==> config.mk <==
export PLATFORM = sky130hd
export DESIGN_NAME = memory_arbiter
export DESIGN_NICKNAME = d
export VERILOG_FILES = /design/src/rtl/memory_arbiter.sv
export SDC_FILE = /design/constraint.sdc
export NUM_CORES = 1
export LEC_CHECK = 0
export BUFFER_PORTS_ARGS = -buffer_cell sky130_fd_sc_hd__buf_2
export CORE_AREA = 2 2 105 107
export CTS_BUF_LIST = sky130_fd_sc_hd__clkbuf_16
export DETAILED_ROUTE_END_ITERATION = 10
export DIE_AREA = 0 0 107 109
export GPL_ROUTABILITY_DRIVEN = 0
export PLACE_DENSITY_LB_ADDON = 0.12
export SETUP_SLACK_MARGIN = 0.2
export SLEW_MARGIN = 20
export SYNTH_ARGS = -nofsm -noshare
export SYNTH_HDL_FRONTEND = slang
export SYNTH_SLANG_ARGS = --single-unit
==> constraint.sdc <==
create_clock -name CLK -period 1.6 [get_ports CLK]
set_input_delay 0.16 -clock CLK [delete_from_list [all_inputs] [get_ports CLK]]
set_output_delay 0.16 -clock CLK [all_outputs]
set_load 0.01 [all_outputs]
==> src/rtl/memory_arbiter.sv <==
// memory_arbiter: shares one RAM port between an instruction cache and a data
// cache. The data side normally has priority. A grant lasts until the RAM
// reports ACCESS or until the granted side drops its request. Outputs are
// decoded from the state register and the current inputs.
//
// Optional build macro STARVE_GUARD_EN adds a 4-bit starvation counter. After
// STARVE_LIMIT consecutive data grants with an instruction request waiting,
// the next arbitration goes to the instruction side.
module memory_arbiter #(
    parameter int STARVE_LIMIT = 4
) (
    input  logic        CLK,
    input  logic        nRST,
    // instruction cache side
    input  logic        iREN,
    input  logic [31:0] iaddr,
    output logic        iwait,
    output logic [31:0] iload,
    // data cache side
    input  logic        dREN,
    input  logic        dWEN,
    input  logic [31:0] daddr,
    input  logic [31:0] dstore,
    output logic        dwait,
    output logic [31:0] dload,
    // RAM side
    output logic        ramREN,
    output logic        ramWEN,
    output logic [31:0] ramaddr,
    output logic [31:0] ramstore,
    input  logic [31:0] ramload,
    input  logic [1:0]  ramstate
);

    localparam logic [1:0] IDLE   = 2'd0;
    localparam logic [1:0] DGRANT = 2'd1;
    localparam logic [1:0] IGRANT = 2'd2;

    localparam logic [1:0] RAM_ACCESS = 2'd2;

    // Limits outside 1..15 cannot be represented by the 4-bit counter; such a
    // configuration elaborates this empty marker block and is easy to spot.
    if ((STARVE_LIMIT < 1) || (STARVE_LIMIT > 15)) begin : g_starve_limit_out_of_range
    end

    logic [1:0] state_r;
    logic [1:0] state_next_s;
    logic       d_req_s;
    logic       ram_access_s;
    logic       starve_s;

    assign d_req_s      = dREN | dWEN;
    assign ram_access_s = (ramstate == RAM_ACCESS);

`ifdef STARVE_GUARD_EN
    localparam logic [3:0] STARVE_LIMIT_C = 4'(STARVE_LIMIT);

    logic [3:0] starve_cnt_r;

    // Count data grants issued while an instruction request waits.
    always_ff @(posedge CLK or negedge nRST) begin
        if (!nRST) begin
            starve_cnt_r <= 4'd0;
        end else if (!iREN) begin
            starve_cnt_r <= 4'd0;
        end else if ((state_r == IDLE) && (state_next_s == IGRANT)) begin
            starve_cnt_r <= 4'd0;
        end else if ((state_r == IDLE) && (state_next_s == DGRANT) &&
                     (starve_cnt_r != 4'hF)) begin
            starve_cnt_r <= starve_cnt_r + 4'd1;
        end else begin
            starve_cnt_r <= starve_cnt_r;
        end
    end

    assign starve_s = iREN & (starve_cnt_r == STARVE_LIMIT_C);
`else
    assign starve_s = 1'b0;
`endif

    // Arbitration and grant release.
    always_comb begin
        state_next_s = state_r;
        case (state_r)
            IDLE: begin
                if (starve_s) begin
                    state_next_s = IGRANT;
                end else if (d_req_s) begin
                    state_next_s = DGRANT;
                end else if (iREN) begin
                    state_next_s = IGRANT;
                end else begin
                    state_next_s = IDLE;
                end
            end
            DGRANT: begin
                if (!d_req_s || ram_access_s) begin
                    state_next_s = IDLE;
                end else begin
                    state_next_s = DGRANT;
                end
            end
            IGRANT: begin
                if (!iREN || ram_access_s) begin
                    state_next_s = IDLE;
                end else begin
                    state_next_s = IGRANT;
                end
            end
            default: begin
                state_next_s = IDLE;
            end
        endcase
    end

    // State register. Reset returns to IDLE at once, dropping any grant.
    always_ff @(posedge CLK or negedge nRST) begin
        if (!nRST) begin
            state_r <= IDLE;
        end else begin
            state_r <= state_next_s;
        end
    end

    // Route the granted side to the RAM and return the completion to it.
    always_comb begin
        ramREN   = 1'b0;
        ramWEN   = 1'b0;
        ramaddr  = 32'd0;
        ramstore = 32'd0;
        iwait    = 1'b1;
        dwait    = 1'b1;
        iload    = 32'd0;
        dload    = 32'd0;
        case (state_r)
            DGRANT: begin
                ramaddr  = daddr;
                ramstore = dstore;
                ramWEN   = dWEN;
                ramREN   = dREN & ~dWEN;
                if (d_req_s && ram_access_s) begin
                    dwait = 1'b0;
                    dload = ramload;
                end else begin
                    dwait = 1'b1;
                    dload = 32'd0;
                end
            end
            IGRANT: begin
                ramaddr = iaddr;
                ramREN  = iREN;
                if (iREN && ram_access_s) begin
                    iwait = 1'b0;
                    iload = ramload;
                end else begin
                    iwait = 1'b1;
                    iload = 32'd0;
                end
            end
            default: begin
                ramREN = 1'b0;
            end
        endcase
    end

endmodule
After elaboration in Yosys (flattened, before gate mapping)
Index checks and enable logic that the tools add are counted.
- bits in writable memories: 0
- output and inout bits: 132
- memories: 0
- input port bits: 135
- word-level logic and storage cells: 31
- bits in read-only memories: 0
- bits in registers: 2
- latch bits: 0
- multiply operators: 0
- add/sub/neg operators: 0
- reductions and logical operators: 7
- eq/ne operators: 3
- mux-type cells: 17
- order comparisons: 0
- bitwise operators: 3
- shifts and indexed selects: 0
- divide/modulo/power cells: 0
- operators by type and width (cell ; number):
    32-bit two-way mux ; 5
    32-bit case mux with 2 select lines ; 1
    1-bit two-way mux ; 6
    2-bit two-way mux ; 3
    2-bit case mux with 3 select lines ; 1
    2-bit == test, second input constant ; 2
    2-bit by 1-bit == test with 1-bit output, second input constant ; 1
    1-bit logical AND ; 2
    1-bit zero test ; 2
    2-bit zero test ; 1
    1-bit logical OR ; 2
    1-bit case mux with 2 select lines ; 1
    1-bit bitwise AND ; 1
    1-bit inverter ; 1
    1-bit bitwise OR ; 1

Logic depth before layout (Yosys ltp)
Gate-level depths: netlist of run 1.
- depth in word-level cells: 5
- mapped depth: 7

Least setup slack after synthesis of run 1
No wires, ideal clock.
- path type: register -> output
- start: register state_r[0]
- end: output iload[10]
- data required time: 1440 ps
- buffers on the path: 2
- stages on the path, launching flop included: 8
- slack: 118 ps
- arrival: 1322 ps
- path through: dfrtp_1 -> inv_1 -> ha_1 -> buf_2 -> nand2_1 -> nor2_1 -> clkbuf_2 -> and2_1
- cells in the longest elaborated chain, start to end: 2
- RTL lines (item ; line ; text):
    start: declaration ; 46 ; logic [1:0] state_r;
    start signal: assignment ; 121 ; state_r <= state_next_s;
    2-bit == test ; 135 ; case (state_r)
    32-bit two-way mux ; 135 ;
    end: declaration ; 18 ; output logic [31:0] iload,
Every way passes these cells.

Worst setup path after layout of run 1
- start: register state_r[1]
- end: output dload[12]
- cells in the longest elaborated chain, start to end: 2
- RTL lines (item ; line ; text):
    2-bit by 1-bit == test with 1-bit output ; 135 ;
    32-bit two-way mux ; 135 ;
    end: declaration ; 25 ; output logic [31:0] dload,
Every way passes these cells.

==> results of run 1 <==
-- stage by stage --
step	total power [mW]	utilization, %	TNS [ns]
6_report	3.30	38.8	-15.52
5_1_grt	3.53	38.8	-23.12
4_1_cts	2.54	31.9	-15.95
3_5_place_dp	1.96	28.3	0
3_3_place_gp	1.96	28.3	0
2_1_floorplan	1.13	-	0
-- cell usage in the layout, fill, tap and decap left out, types with 2 or more instances in the layout --
master     count
buf_2        184
buf_6         86
and2_4        83
nor2b_1       31
a22oi_1       30
and2_1        14
clkbuf_16      8
buf_12         8
a22oi_2        3
ha_4           3
buf_4          3
ha_2           2
buf_16         2
-- worst paths after layout --
check | endpoint | slack [ns] | depth (start not counted)
max | dload[12] | -0.20 | 7
min in group asynchronous | state_r[0] | 0.26 | 2
min reg2reg | state_r[0] | 0.66 | 2
min | state_r[1] | 0.25 | 2
max in group asynchronous | state_r[0] | 1.23 | 2
max reg2reg | state_r[1] | 0.18 | 5
-- worst max-delay path, stage by stage, from the launching register on --
cell and delay [ns]:
dfrtp_1 0.40, inv_2 0.12, ha_4 0.14, nor3b_4 0.21, buf_12 0.16, clkbuf_16 0.15
and2_4 0.14, buf_6 0.10
-- final cells by class --
class,count,area share (%)
well taps,140,4.25
multi-input cells,182,36.7
clock buffers,3,1.82
repair buffers,290,55.7
flip-flops and latches,2,1.25
inverters,2,0.243
-- kinds of logic after synthesis --
| family | count (synthesis) |
|---|---|
| and+or+nand+nor | 141 |
| adders and majority gates | 6 |
| buffers and inverters | 22 |
| AOI/OAI and AO/OA | 35 |
| DFF | 2 |
-- what timing repair did --
action,in CTS,in global routing
hold buffers,1,0
resized for setup,32,127
pin swaps,1,33
buffers inserted,2,5
hold endpoints to repair,2,0
cloned,3,6
endpoints found under the setup margin,132,133
-- layer usage --
| metal | up-vias | track usage (%) |
|---|---|---|
| met3 | 10 | 2.51 |
| li1 | 1222 | - |
| met4 | 0 | 3.62 |
| met5 | - | 0 |
| met2 | 166 | 23.7 |
| met1 | 1130 | 10.6 |
-- report_power, final --
part,internal [mW],switching (mW),leakage (nW)
sequential,0.0651,0.0285,0.0244
clock,0.318,0.0582,0.0370
combinational,1.66,1.17,2.12
total,2.04,1.26,2.18
==> results.toml, run 1 <==
[setup_path]
cp.required_ns = 1.44
endpoint_kind = "output pin"
cp-startpoint = "state_r[1]"
critPathKind = "reg2out"
worstPathMaxFanout = 8
crit_path_start_kind = "flop"
arrival_ns = 1.64
r2r-start = "state_r[0]"

[power_and_ir_drop]
p_leak_nw = 2.18
ir_worst_vdd_uv = 340
p_per_area_nw_per_um2 = 801

[placement]
pre_cts_ws_ns = 0.00986
place_inst = 599
place_area_um2 = 3000
dpl.hpwl_um = 5670
io_buffers = 266

[floorplan]
start_util_pct = 13.1
core_area_um2 = 10600
die_w_um = 107
die_area_um2 = 11700
die_h_um = 109
fp-row-count = 38
ios = 267

[global_routing]
grt_max_degree = 33
antenna_found_initial = 0
groute.usage.overall_pct = 11.3
grt_overflow = 0
grt_pass1_wl_um = 10400
grt_pass1_vias = 2179

[drt]
wl_met1_um = 2760
dr_wl_met2_um = 4750
highest_layer = "met4"
drt_iter0_drc = 86
routed_wl_um = 8350
vias = 2528
viasPerCell = 4.08
drc_errors = 0
wl_per_cell_um = 13.5
routed-wl-met3_um = 722
drt_first_pass_iters = 4
ant_nets = 0

[timing]
slew_violations = 0
period_needed_ns = 1.80
timing.final.ws_setup_ns = -0.196
finalClockSkew_ns = 0.00274
worstMarginPinSlew_ns = 0.252
post-route-period-util_pct = 112
fin_hold_ws_ns = 0.248
clock.fmax_mhz = 557
setup_viol = 118
slew_headroom_pct = 83.2
hold_viol = 0
rsz0062_at_grt = "true"

[final_layout]
top_register = "state_r"
nFillCells = 1091
multi_input_area_um2 = 1510
stdcell_area_um2 = 4120
area_growth_pct = 196
largest_reg_flops = 2
diodes = 0
seqCellArea_um2 = 51.3
reg_top3 = "state_r (2)"
layout.nets = 622
stdcell_count = 619
drive_above_1_share_pct = 82.3

[synthesis]
syn_inst = 206
yosysTopAreaCell = "and2_1"
synth.most_common_cell = "and2_1"
async_reset_ff_share_pct = 100
yosysSeqAreaShare_pct = 3.60
synth.distinct_cells = 21
synthAdderAreaFrac_pct = 5.40
synth_compound_gate_area_share_pct = 18.7
yosysTopAreaCellShare_pct = 43.6
syn-cell-area_um2 = 1390
synth_xor_xnor_area_share_pct = 0
synthSimpleGateAreaFrac_pct = 64.0
muxShareOfSynthArea_pct = 0
synth_edf_count = 0
synth_ff_type = "dfrtp_1"
yosys_warnings = 0
netlist_top_cells_count = "97 x and2_1, 33 x a22oi_1, 32 x nor2b_1"
synth_top_family_by_area = "simple AND/OR/NAND/NOR gates"
synthesis.nets = 347
synth_area_leaders = "and2_1 44%, a22oi_1 18%, nor2b_1 14%"
avgSynthCellArea_um2 = 6.75
ys_ff_latch = 2

[worst_hold_path]
hp-start = "iREN"
holdCritPathClass = "in2reg"

[clocking]
clockBufferDepth = 2
cts_max_level = 1
cts_root_buf = "clkbuf_16"
clk_latency_ns = 0.22
cts_buffers = 3
path_clk_slew_ns = 0.03
cts_tree = "yes"
clkSinkCount = 2

[run_status]
status = "complete, but fails checks"
violations = "negative setup slack"

[flow_run]
maxCapViolCount = 0
Note: power is estimated with default switching activity, not from simulation.
==> run 2, diff against run 1 <==
Settings changed: SETUP_SLACK_MARGIN 0.2 to 0.1.
==> results.toml, run 2 (synthesis gave the netlist of run 1 again) <==
[global_routing]
grt_overflow = 0
grt_pass1_wl_um = 9430
groute.usage.overall_pct = 10.1
grt_max_degree = 34
antenna_found_initial = 0
grt_pass1_vias = 2025

[drt]
vias = 2443
drt_first_pass_iters = 4
drt_iter0_drc = 116
ant_nets = 0
wl_per_cell_um = 12.2
drc_errors = 0
routed_wl_um = 7470
viasPerCell = 3.97

[setup_path]
cp.required_ns = 1.44
arrival_ns = 1.61
crit_path_start_kind = "flop"
worstPathMaxFanout = 8
endpoint_kind = "output pin"
critPathKind = "reg2out"

[floorplan]
start_util_pct = 13.1
die_h_um = 109
ios = 267
die_w_um = 107
fp-row-count = 38
core_area_um2 = 10600
die_area_um2 = 11700

[final_layout]
final_common_cell = "buf_2"
nFillCells = 1141
drive_above_1_share_pct = 69.1
reg_top3 = "state_r (2)"
largest_reg_flops = 2
area_growth_pct = 146
layout.nets = 618
diodes = 0
top_register = "state_r"
layout_common_cells = "239 x buf_2, 70 x and2_1, 32 x nor2b_1, 32 x buf_6, 31 x a22oi_1"
stdcell_count = 615
stdcell_area_um2 = 3420

[run_status]
violations = "negative setup slack"
status = "complete, but fails checks"

[placement]
place_inst = 600
place_area_um2 = 2930
dpl.hpwl_um = 5620
io_buffers = 266

[power_and_ir_drop]
p_leak_nw = 1.96
p_per_area_nw_per_um2 = 744
ir_worst_vdd_uv = 252
p_total_mw = 2.54

[worst_hold_path]
holdCritPathClass = "in2reg"

[clocking]
cts_tree = "yes"
clockBufferDepth = 2
clk_latency_ns = 0.22
path_clk_slew_ns = 0.03
cts_root_buf = "clkbuf_16"
cts_max_level = 1
cts_buffers = 3
clkSinkCount = 2

[flow_run]
maxCapViolCount = 0

[timing]
slew_violations = 0
finalClockSkew_ns = 0.000566
slew_headroom_pct = 83.1
worstMarginPinSlew_ns = 0.254
post-route-period-util_pct = 111
hold_viol = 0
rsz0062_at_grt = "true"
setup_viol = 100
timing.final.ws_setup_ns = -0.174
period_needed_ns = 1.77
clock.fmax_mhz = 564
run 2: cell count changes in the layout (fill, tap and decap cells not counted), sizes merged:
cell / before / now
bufbuf: 1 / 0
clkbuf: 8 / 5
run 2: report_power, final:
part           internal, mW  leakage [nW]  switching, mW  total (mW)
registers            0.0631        0.0255         0.0113      0.0745
clock network         0.318        0.0370         0.0578       0.376
logic                  1.09          1.90           1.00        2.09
run 2: timing repair:
action | CTS | global route
setup buffers | 3 | 4
setup endpoints to repair | 132 | 132
gates resized for setup | 7 | 66
hold buffers | 1 | 0
cloned | 1 | 4
hold endpoints to repair | 2 | 0
pin swaps | 0 | 29
run 2: worst max-delay path, cell delays in order, from the launching register on:
cell,delay (ns)
dfrtp_1,0.39
buf_6,0.14
ha_4,0.15
nor3b_4,0.15
buf_6,0.14
clkbuf_16,0.15
and2_1,0.14
buf_2,0.14
run 2: worst paths after layout:
check / startpoint / endpoint / slack [ns] / depth (start not counted)
worst min register to register: state_r[1] / state_r[1] / 0.76 / 3
worst min-delay path: iREN / state_r[1] / 0.25 / 2
min in group asynchronous: nRST / state_r[0] / 0.27 / 2
worst max register to register: state_r[0] / state_r[1] / 0.31 / 5
worst max-delay path: state_r[0] / dload[9] / -0.17 / 7
max in group asynchronous: nRST / state_r[1] / 1.23 / 2
run 2: metal layers:
layer	track usage, %	wire length [um]
met1	9.99	2570
met2	20.7	4120
met3	2.45	730
met4	3.06	49
met5	0	0
run 2: area by class of cell:
cell class	count	area, um2	share of cell area (%)
Timing Repair Buffer	286	1780	52.1
Clock buffer	3	75.1	2.19
Inverter	2	7.51	0.219
Sequential cell	2	50.0	1.46
Multi-Input combinational cell	182	1330	38.9
Tap cell	140	175	5.12
run 2: stage by stage:
step	TNS, ns	setup WS [ns]	hold WS (ns)	utilization [%]
5_1_grt	-19.95	-0.230	0.261	32.3
6_report	-10.84	-0.174	0.249	32.3
2_1_floorplan	0	0.118	-0.136	-
3_5_place_dp	0	0.0560	-0.0520	27.6
3_3_place_gp	0	0.0585	-0.0517	27.6
4_1_cts	-11.79	-0.162	0.248	29.1
==> run 3, diff against run 2 <==
--- a/config.mk
+++ b/config.mk
@@ -8,2 +8,3 @@
 export BUFFER_PORTS_ARGS = -buffer_cell sky130_fd_sc_hd__buf_2
+export CAP_MARGIN = 20
 export CORE_AREA = 2 2 105 107
@@ -19 +20,2 @@
 export SYNTH_SLANG_ARGS = --single-unit
+export TNS_END_PERCENT = 30
--- a/constraint.sdc
+++ b/constraint.sdc
@@ -3,2 +3,2 @@
 set_output_delay 0.16 -clock CLK [all_outputs]
-set_load 0.01 [all_outputs]
+set_load 0.005 [all_outputs]
==> results.toml, run 3 (synthesis gave the netlist of run 1 again) <==
[timing]
setup_viol = 100
post-route-period-util_pct = 109
clock.fmax_mhz = 574
slew_headroom_pct = 82.7
slew_violations = 0
worstMarginPinSlew_ns = 0.259
timing.final.ws_setup_ns = -0.141
hold_viol = 0
fin_hold_ws_ns = 0.248
rsz0062_at_grt = "true"
finalClockSkew_ns = 0.00114
tns_ns = -9.74
period_needed_ns = 1.74

[power_and_ir_drop]
p_per_area_nw_per_um2 = 782
p_leak_nw = 1.94
ir_worst_vdd_uv = 278
p_total_mw = 2.58

[clocking]
clockBufferDepth = 2
cts_tree = "yes"
cts_root_buf = "clkbuf_16"
path_clk_slew_ns = 0.03
cts_buffers = 3
cts_max_level = 1
clkSinkCount = 2
clk_latency_ns = 0.22

[setup_path]
critPathKind = "reg2out"
worstPathCellList = "buf_6, ha_4, nor3b_4, buf_6, buf_16, and2_1, buf_2"
slowest_delay_ns = 0.39
path_delay_family = "buffers and inverters"
path_buf_inv = 4
r2r-start = "state_r[1]"
crit_path_start_kind = "flop"
endpoint_kind = "output pin"
arrival_ns = 1.58
cp-startpoint = "state_r[0]"
slowest_stage = "dfrtp_1"
worstPathMaxFanout = 16
cp.required_ns = 1.44
cp_common_cell = "buf_6"

[drt]
drt_first_pass_iters = 4
wl_per_cell_um = 12.1
routed_wl_um = 7450
viasPerCell = 3.94
drt_iter0_drc = 62
vias = 2417
drc_errors = 0
ant_nets = 0

[floorplan]
ios = 267
die_area_um2 = 11700
die_w_um = 107
start_util_pct = 13.1
die_h_um = 109
fp-row-count = 38
core_area_um2 = 10600

[placement]
io_buffers = 266
pre_cts_ws_ns = 0.0615
place_inst = 599

[final_layout]
final_common_cell = "buf_2"
stdcell_count = 614
reg_top3 = "state_r (2)"
layout_common_cells = "265 x buf_2, 94 x and2_1, 29 x a22oi_1, 29 x nor2b_1, 7 x clkbuf_16"
top_register = "state_r"
largest_reg_flops = 2
layout.nets = 617
drive_above_1_share_pct = 65.2
area_growth_pct = 137
diodes = 0
nFillCells = 1153

[flow_run]
maxCapViolCount = 0

[run_status]
violations = "negative setup slack"
status = "complete, but fails checks"

[worst_hold_path]
hp-start = "iREN"
holdCritPathClass = "in2reg"

[global_routing]
groute.usage.overall_pct = 10.3
antenna_found_initial = 0
grt_overflow = 0
grt_pass1_vias = 2132
grt_max_degree = 37
grt_pass1_wl_um = 9540
## run 3: cell types whose count changed in the layout (fill, tap and decap cells not counted), sizes merged
cell	before	now
buf	283	280
clkbuf	5	7
## run 3: per-stage QoR
stage / area (um2) / utilization (%)
6_report: 3290 / 31.1
3_3_place_gp: 2920 / 27.5
2_1_floorplan: 1390 / -
3_5_place_dp: 2920 / 27.5
5_1_grt: 3290 / 31.1
4_1_cts: 3080 / 29.1
## run 3: metal layers
layer | track usage [%] | vias to the layer above | wire [um]
li1 | - | 1214 | -
met1 | 9.63 | 1051 | 2740
met2 | 21.1 | 148 | 3920
met3 | 2.81 | 4 | 696
met4 | 3.62 | 0 | 91
met5 | 0 | - | 0
## run 3: repair_timing
item,in CTS,in global routing
gates resized for setup,8,19
buffers inserted,3,3
hold buffers,1,0
pin swaps,11,4
setup endpoints to repair,132,132
gates cloned,1,4
endpoints found under the hold margin,2,0
## run 3: power by group
group,internal (mW),total (mW),switching [mW],leakage [nW]
registers,0.0632,0.0736,0.0104,0.0255
logic,1.21,2.13,0.920,1.88
clock network,0.318,0.372,0.0546,0.0370
## run 3: area by class of cell
class,instances,area [um2],area share (%)
Timing Repair Buffer,285,1660,50.4
Multi-Input combinational cell,182,1330,40.3
Tap cell,140,175,5.32
Clock buffer,3,75.1,2.28
Sequential cell,2,50.0,1.52
Inverter,2,7.51,0.228
## run 3: worst paths after layout
path	endpoint	slack (ns)	cells after the start
min in group asynchronous	state_r[0]	0.28	2
hold / removal	state_r[1]	0.25	2
setup reg to reg	state_r[0]	0.32	6
hold reg to reg	state_r[1]	0.74	3
setup / recovery	dload[2]	-0.14	7
max in group asynchronous	state_r[1]	1.23	2
